### config.mk
export PLATFORM = sky130hd
export DESIGN_NAME = w_pattern_serializer
export DESIGN_NICKNAME = d
export VERILOG_FILES = /design/src/rtl/w_pattern_serializer.sv
export SDC_FILE = /design/constraint.sdc
export NUM_CORES = 1
export LEC_CHECK = 0
export ABC_CLOCK_PERIOD_IN_PS = 1510
export BUFFER_PORTS_ARGS = -buffer_cell sky130_fd_sc_hd__buf_2
export CAP_MARGIN = 20
export CORE_AREA = 2 2 81 83
export DETAILED_ROUTE_END_ITERATION = 10
export DIE_AREA = 0 0 83 85
export PLACE_DENSITY = 0.52
export SYNTH_ARGS = -nofsm -noshare
export SYNTH_HDL_FRONTEND = slang
export SYNTH_SLANG_ARGS = --single-unit
### constraint.sdc
create_clock -name clk -period 1.51 [get_ports clk]
set_clock_uncertainty 0.05 [all_clocks]
set_input_delay 0.302 -clock clk [delete_from_list [all_inputs] [get_ports clk]]
set_output_delay 0.302 -clock clk [all_outputs]
set_load 0.05 [all_outputs]
### src/rtl/w_pattern_serializer.sv
// Parallel-to-serial stimulus source: shifts a captured pattern out MSB-first on w,
// holding each bit for TICK_DIV cycles, with optional continuous replay.
module w_pattern_serializer #(
  parameter int unsigned WIDTH    = 8,
  parameter int unsigned TICK_DIV = 1,
  parameter int unsigned LW       = $clog2(WIDTH + 1)
) (
  input  logic             clk,
  input  logic             reset,
  input  logic             load,
  input  logic [WIDTH-1:0] pattern,
  input  logic [LW-1:0]    len,
  input  logic             rpt,
  input  logic             abort,
  output logic             w,
  output logic             busy,
  output logic             done,
  output logic [LW-1:0]    bits_left
);

  localparam int unsigned TW = (TICK_DIV > 1) ? $clog2(TICK_DIV) : 1;

  typedef enum logic {StIdle, StShift} state_e;

  state_e           state_q, state_d;
  logic [WIDTH-1:0] sr_q, sr_d;
  logic [WIDTH-1:0] pat_q, pat_d;
  logic [LW-1:0]    len_q, len_d;
  logic             rpt_q, rpt_d;
  logic [LW-1:0]    bits_left_q, bits_left_d;
  logic [TW-1:0]    tcnt_q, tcnt_d;
  logic             w_q, w_d;
  logic             busy_q, busy_d;
  logic             done_q, done_d;

  logic [LW-1:0]    eff_len;
  logic             tick_last;

  // Lengths beyond the register width are clamped rather than rejected.
  assign eff_len   = (len > LW'(WIDTH)) ? LW'(WIDTH) : len;
  assign tick_last = (tcnt_q == TW'(TICK_DIV - 1));

  always_comb begin
    state_d     = state_q;
    sr_d        = sr_q;
    pat_d       = pat_q;
    len_d       = len_q;
    rpt_d       = rpt_q;
    bits_left_d = bits_left_q;
    tcnt_d      = tcnt_q;
    w_d         = w_q;
    busy_d      = busy_q;
    done_d      = 1'b0;

    unique case (state_q)
      StIdle: begin
        if (load && !abort && (eff_len != '0)) begin
          state_d     = StShift;
          sr_d        = pattern;
          pat_d       = pattern;
          len_d       = eff_len;
          bits_left_d = eff_len;
          rpt_d       = rpt;
          w_d         = pattern[WIDTH-1];
          busy_d      = 1'b1;
          tcnt_d      = '0;
        end
      end
      StShift: begin
        if (abort) begin
          state_d     = StIdle;
          w_d         = 1'b0;
          busy_d      = 1'b0;
          bits_left_d = '0;
          tcnt_d      = '0;
        end else if (tick_last) begin
          tcnt_d = '0;
          if (bits_left_q == LW'(1)) begin
            done_d = 1'b1;
            if (rpt_q) begin
              // Replay starts in the very next bit period, no gap bit.
              sr_d        = pat_q;
              bits_left_d = len_q;
              w_d         = pat_q[WIDTH-1];
            end else begin
              state_d     = StIdle;
              sr_d        = {sr_q[WIDTH-2:0], 1'b0};
              w_d         = 1'b0;
              busy_d      = 1'b0;
              bits_left_d = '0;
            end
          end else begin
            sr_d        = {sr_q[WIDTH-2:0], 1'b0};
            w_d         = sr_q[WIDTH-2];
            bits_left_d = bits_left_q - LW'(1);
          end
        end else begin
          tcnt_d = tcnt_q + TW'(1);
        end
      end
      default: state_d = StIdle;
    endcase
  end

  always_ff @(posedge clk) begin
    if (reset) begin
      state_q     <= StIdle;
      sr_q        <= '0;
      pat_q       <= '0;
      len_q       <= '0;
      rpt_q       <= 1'b0;
      bits_left_q <= '0;
      tcnt_q      <= '0;
      w_q         <= 1'b0;
      busy_q      <= 1'b0;
      done_q      <= 1'b0;
    end else begin
      state_q     <= state_d;
      sr_q        <= sr_d;
      pat_q       <= pat_d;
      len_q       <= len_d;
      rpt_q       <= rpt_d;
      bits_left_q <= bits_left_d;
      tcnt_q      <= tcnt_d;
      w_q         <= w_d;
      busy_q      <= busy_d;
      done_q      <= done_d;
    end
  end

  assign w         = w_q;
  assign busy      = busy_q;
  assign done      = done_q;
  assign bits_left = bits_left_q;

endmodule

# After elaboration in Yosys (flattened, before gate mapping)
# Cells that the tools add are included.
# totals
reg_bits	29
wordCells	66
output_inout_bits	7
# op_classes
n_addsub	2
n_bitwise	1
order_cmp	1
eq_ne	7
n_mux	36
n_reduce_logical	9
# op_table
operator	n
7-bit 2-to-1 mux	5
4-bit 2-to-1 mux	6
1-bit 2-to-1 mux	19
7-bit one-hot mux with 2 select lines	1
1-bit one-hot mux with 2 select lines	4
4-bit one-hot mux with 2 select lines	1
2-bit inequality test (second input constant)	3
3-bit inequality test (second input constant)	2
4-bit by 1-bit equality test with 1-bit output (second input constant)	1
4-bit > comparator (second input constant)	1
2-bit AND reduction	2
4-bit AND reduction	1
4-bit nonzero test	1
4-bit OR reduction	1
4-bit by 1-bit subtractor with 4-bit output (second input constant)	1
3-bit by 2-bit inequality test with 1-bit output (second input constant)	1
3-bit AND reduction	1
1-bit logical AND	2
1-bit adder (second input constant)	1
1-bit zero test	1
1-bit inverter	1

# Depth between registers and ports, before layout
# depth
ltp_word	6
mapped_depth	6

# Least setup slack after synthesis
# No wires, ideal clock.
# synth_timing
kind	register -> register
start	reg bits_left_q[0], in the netlist bits_left[0]
end	reg bits_left_q[3], in the netlist bits_left[3]
stages_incl_launch_ff	5
setup_slack_ps	-427
arrival_ps	1828
path_buffers	0
t_required_ps	1401
setup_time_ps	59
period_less_slack_ps	1937
cell_sequence	dfxtp_1 > ha_1 > or3b_1 > o311ai_0 > o211a_1
# synth_via
elab_chain_len	5
elab_cells_between_ends	6
# synth_lines
element	line	text
start, declared	30	logic [LW-1:0] bits_left_q, bits_left_d;
start signal, assigned	123	bits_left_q <= bits_left_d;
4-bit by 1-bit subtractor with 4-bit output or 4-bit by 1-bit equality test with 1-bit output (tied branches)	95, 78	
4-bit 2-to-1 mux *	78	if (bits_left_q == LW'(1)) begin
4-bit 2-to-1 mux *	76	end else if (tick_last) begin
4-bit 2-to-1 mux *	70	if (abort) begin
4-bit one-hot mux with 2 select lines *	55	unique case (state_q)
# Every way passes the cells marked *; elsewhere a longest branch is shown, timed or not. The select of a mux whose other input is x is not followed.
# A chain may end at the register's enable or synchronous reset.

# Worst setup path after layout
# layout_timing
start	reg bits_left_q[1], in the netlist bits_left[1]
end	reg sr_q[3]
# layout_via
elab_chain_len	5
# layout_lines
element	line	text
4-bit by 1-bit equality test with 1-bit output	78	
7-bit 2-to-1 mux	78	
7-bit 2-to-1 mux	76	
7-bit 2-to-1 mux	70	
7-bit one-hot mux with 2 select lines	55	
end signal, assigned	119	sr_q <= sr_d;
end, declared	26	logic [WIDTH-1:0] sr_q, sr_d;
# Every way passes these cells. The select of a mux whose other input is x is not followed.

==> metrics.md <==
| Metric | Value |
|---|---|
| Clock period minus final worst setup slack | 1.57 ns |
| GR Util All Layers | 10.5% |
| Slew Limit Fails | 0 |
| FF+latch count, synth | 28 |
| Setup repair after global routing missed its margin | yes |
| Number of remaining DRC errors | 0 |
| Area delta synth->final | 29.4% |
| Detailed-placement wirelength estimate | 2630 µm |
| Count of pins on the block boundary | 24 |
| Xor and xnor area share after synthesis | 0% |
| Maximum number of pins on one net before global-route repair | 17 |
| Arithmetic-cell share of the synthesized area counting full adders, half adders and majority gates | 1.73% |
| First-pass GRT wire length | 5950 µm |
| Standard-cell row count | 29 |
| Post-Syn Instances | 163 |
| Total length of routed wires | 3600 µm |
| Leak pwr | 0.740 nW |
| Total Nets Final | 220 |
| Via Count | 1259 |
| Dominant combinational cell family by area after synthesis | simple AND/OR/NAND/NOR gates |
| CORE AREA | 6200 µm² |
| Number of DRC markers in iteration 0 | 60 |
| # port buffers | 23 |
| Number of enable flip-flop cells after synthesis | 0 |
| ANT nets after route | 0 |
| Post-synth top area cell | sky130_fd_sc_hd__dfxtp_1 |
| Endpoint kind of the worst setup timing path | flip-flop |
| Result of the run | complete, but fails checks |
| Data arrival time of the worst path | 1.73 ns |
| Detailed-routing iteration count for the pre-antenna-repair pass | 4 |
| Synthesized net count | 182 |
| Maximum resistive drop on vdd | 0.383 mV |
| Maximum clock insertion buffer count | 2 |
| Area fraction in and, or, nand and nor cells after synthesis | 26.0% |
| Total of warnings raised by yosys | 0 |
| Die outline area | 7060 µm² |
| Hold-fix buffers at CTS | 0 |
| Prevailing post-synth register cell | sky130_fd_sc_hd__dfxtp_1 |
| Wirelength per Cell | 13.0 µm |
| Fmax | 639 MHz |
| CTS Root Buffer Type | sky130_fd_sc_hd__clkbuf_8 |
| Worst-path maximum fanout | 7 |
| Cell area power density | 872 nW/µm² |
| Post-synth ARST share | 0% |
| Clock buffer count from CTS | 3 |
| Final core occ | 30.2% |
| Hold Slack | 0.225 ns |
| Number of antenna repair diodes | 0 |
| Routability cong. | 0.835 |
| Reported max-cap violation count | 0 |
| Height of the die | 85 µm |
| Start-to-end type of the worst setup path | flip-flop to flip-flop |
| Depth of the CTS H-tree | 1 |
| Actual slew at the worst max-slew pin | 0.473 ns |
| Clock latency on the worst-skew pair | 0.27 ns |
| Period Utilization, post-route | 104% |
| Via/cell ratio | 4.55 |
| Post-synthesis mux area share | 9.66% |
| Total global routing overflow | 0 |
| Cell variety after synth | 40 |
| Placement-stage worst setup slack | -0.257 ns |
| Sequential-to-total area share from yosys stat | 38.7% |
| Smallest setup slack after layout | -0.0561 ns |
| Worst hold path class | input pin to flip-flop |
| Clock tree from TritonCTS | built |
| Via count of the first global-routing pass | 1199 |
| Synthesized cell area | 1450 µm² |
| Worst Path Required | 1.67 ns |
| Number of clock sinks | 28 |
| Final hold violation count | 0 |
| Worst slew margin relative to its limit | 68.2% |
| Average size of a mapped cell | 8.90 µm² |
| Violated checks | negative setup slack |
| Die Width | 83 µm |
| Most area-consuming cells after synthesis | sky130_fd_sc_hd__dfxtp_1, sky130_fd_sc_hd__mux2i_1, sky130_fd_sc_hd__nor2_1, sky130_fd_sc_hd__nand2_1, sky130_fd_sc_hd__a21oi_1 |
| Number of antenna violations at the first check in global routing | 0 |
| CTS clk-pin slew, worst paths | 0.10 ns |
| Launching element type of the critical path | flip-flop |
| Portion of synthesized cell area occupied by the leading cell type | 38.7% |
| Overall power | 0.00164 W |
| Final setup violating endpoints | 8 |
| Fraction of layout instances using a drive strength above 1 | 38.5% |
| Starting Density | 23.4% |
| Synthesized-area fraction occupied by ao, oa, aoi and oai cells | 18.4% |
placed cells by master (no fill, tap or decap), types with 4 or more instances in the layout:
cell                      instances
sky130_fd_sc_hd__nor2_1          30
sky130_fd_sc_hd__dfxtp_1         24
sky130_fd_sc_hd__a21oi_1          4
sky130_fd_sc_hd__a21oi_2          5
sky130_fd_sc_hd__buf_4           17
sky130_fd_sc_hd__inv_1            7
sky130_fd_sc_hd__nand2_1         20
sky130_fd_sc_hd__buf_2           23
sky130_fd_sc_hd__a311o_2          4
sky130_fd_sc_hd__mux2i_1         14
worst max-delay path: stages (launching register included):
cell and delay, ns:
sky130_fd_sc_hd__dfxtp_4 0.36, sky130_fd_sc_hd__inv_4 0.06, sky130_fd_sc_hd__ha_4 0.16, sky130_fd_sc_hd__and4bb_4 0.31, sky130_fd_sc_hd__nand2_1 0.06, sky130_fd_sc_hd__a311o_2 0.37, sky130_fd_sc_hd__a21oi_2 0.12
through the flow:
stage | cells | instance area (µm²) | TNS [ns]
floorplan | 163 | 1480 | -0.124
detailed placement | 269 | 1740 | -4.74
finish | 277 | 1880 | -0.270
CTS | 276 | 1850 | -0.227
global placement | 269 | 1740 | -4.50
global route | 277 | 1880 | -0.930
per-layer routing:
layer | global-route usage, % | part of all wire, % | vias to the layer above
li1 | - | - | 646
met1 | 13.3 | 48 | 591
met2 | 18.1 | 48 | 20
met3 | 2.72 | 3.8 | 2
met4 | 2.24 | 0.75 | 0
met5 | 0 | 0 | -
path summary, 6_finish.rpt:
check	startpoint	end	slack, ns	depth (start not counted)
setup reg to reg	bits_left[1]	sr_q[3]	-0.06	6
setup / recovery	bits_left[1]	sr_q[3]	-0.06	6
hold / removal	rpt	rpt_q	0.22	3
hold reg to reg	sr_q[5]	sr_q[5]	0.41	2
sequential cells by signal, indices dropped and copies added, names as in the netlist:
name       cells
state_q        1
rpt_q          1
len_q          4
bits_left      4
w              1
done           1
sr_q           7
busy           1
pat_q          8
layout make-up:
| cell class | instances | area, µm² |
|---|---|---|
| clock buffers | 4 | 45.0 |
| fillers | 680 | 4330 |
| inverters | 8 | 32.5 |
| multi-input cells | 119 | 867 |
| flip-flops and latches | 28 | 573 |
| well taps | 77 | 96.3 |
| repair buffers | 41 | 263 |
synthesized netlist by cell type, types with 2 or more instances:
cell	n
sky130_fd_sc_hd__dfxtp_1	28
sky130_fd_sc_hd__ha_1	2
sky130_fd_sc_hd__and2b_2	3
sky130_fd_sc_hd__a21oi_1	9
sky130_fd_sc_hd__clkbuf_1	5
sky130_fd_sc_hd__mux2i_1	14
sky130_fd_sc_hd__a311o_2	4
sky130_fd_sc_hd__nand2_1	21
sky130_fd_sc_hd__a311o_1	2
sky130_fd_sc_hd__inv_1	8
sky130_fd_sc_hd__nor2_1	30
sky130_fd_sc_hd__o21ai_0	2
sky130_fd_sc_hd__a311oi_1	2
sky130_fd_sc_hd__nand2b_1	2
sky130_fd_sc_hd__and3_1	3
sky130_fd_sc_hd__o221a_2	2
sky130_fd_sc_hd__a211oi_2	2
sky130_fd_sc_hd__nor3_1	2
kinds of logic (layout without fill, tap and decap cells):
group | count (synthesis) | after routing
buffers and inverters | 16 | 53
flip-flops | 28 | 28
adder cells (fa/ha/maj) | 2 | 2
AO/OA/AOI/OAI | 32 | 32
AND/OR/NAND/NOR | 71 | 71
multiplexers | 14 | 14
repair_timing:
item                                    in CTS  in global routing
endpoints found under the hold margin        0                  0
setup buffers                                3                  1
endpoints found under the setup margin      22                 12
gates resized for setup                      7                  6
pin swaps                                    8                  9
power breakdown:
group	leakage [nW]	internal, W	switching (W)
logic	0.486	0.000177	0.000219
registers	0.232	0.000783	0.0000359
clock network	0.0228	0.000189	0.000232
Note: power is estimated with default switching activity, not from simulation.
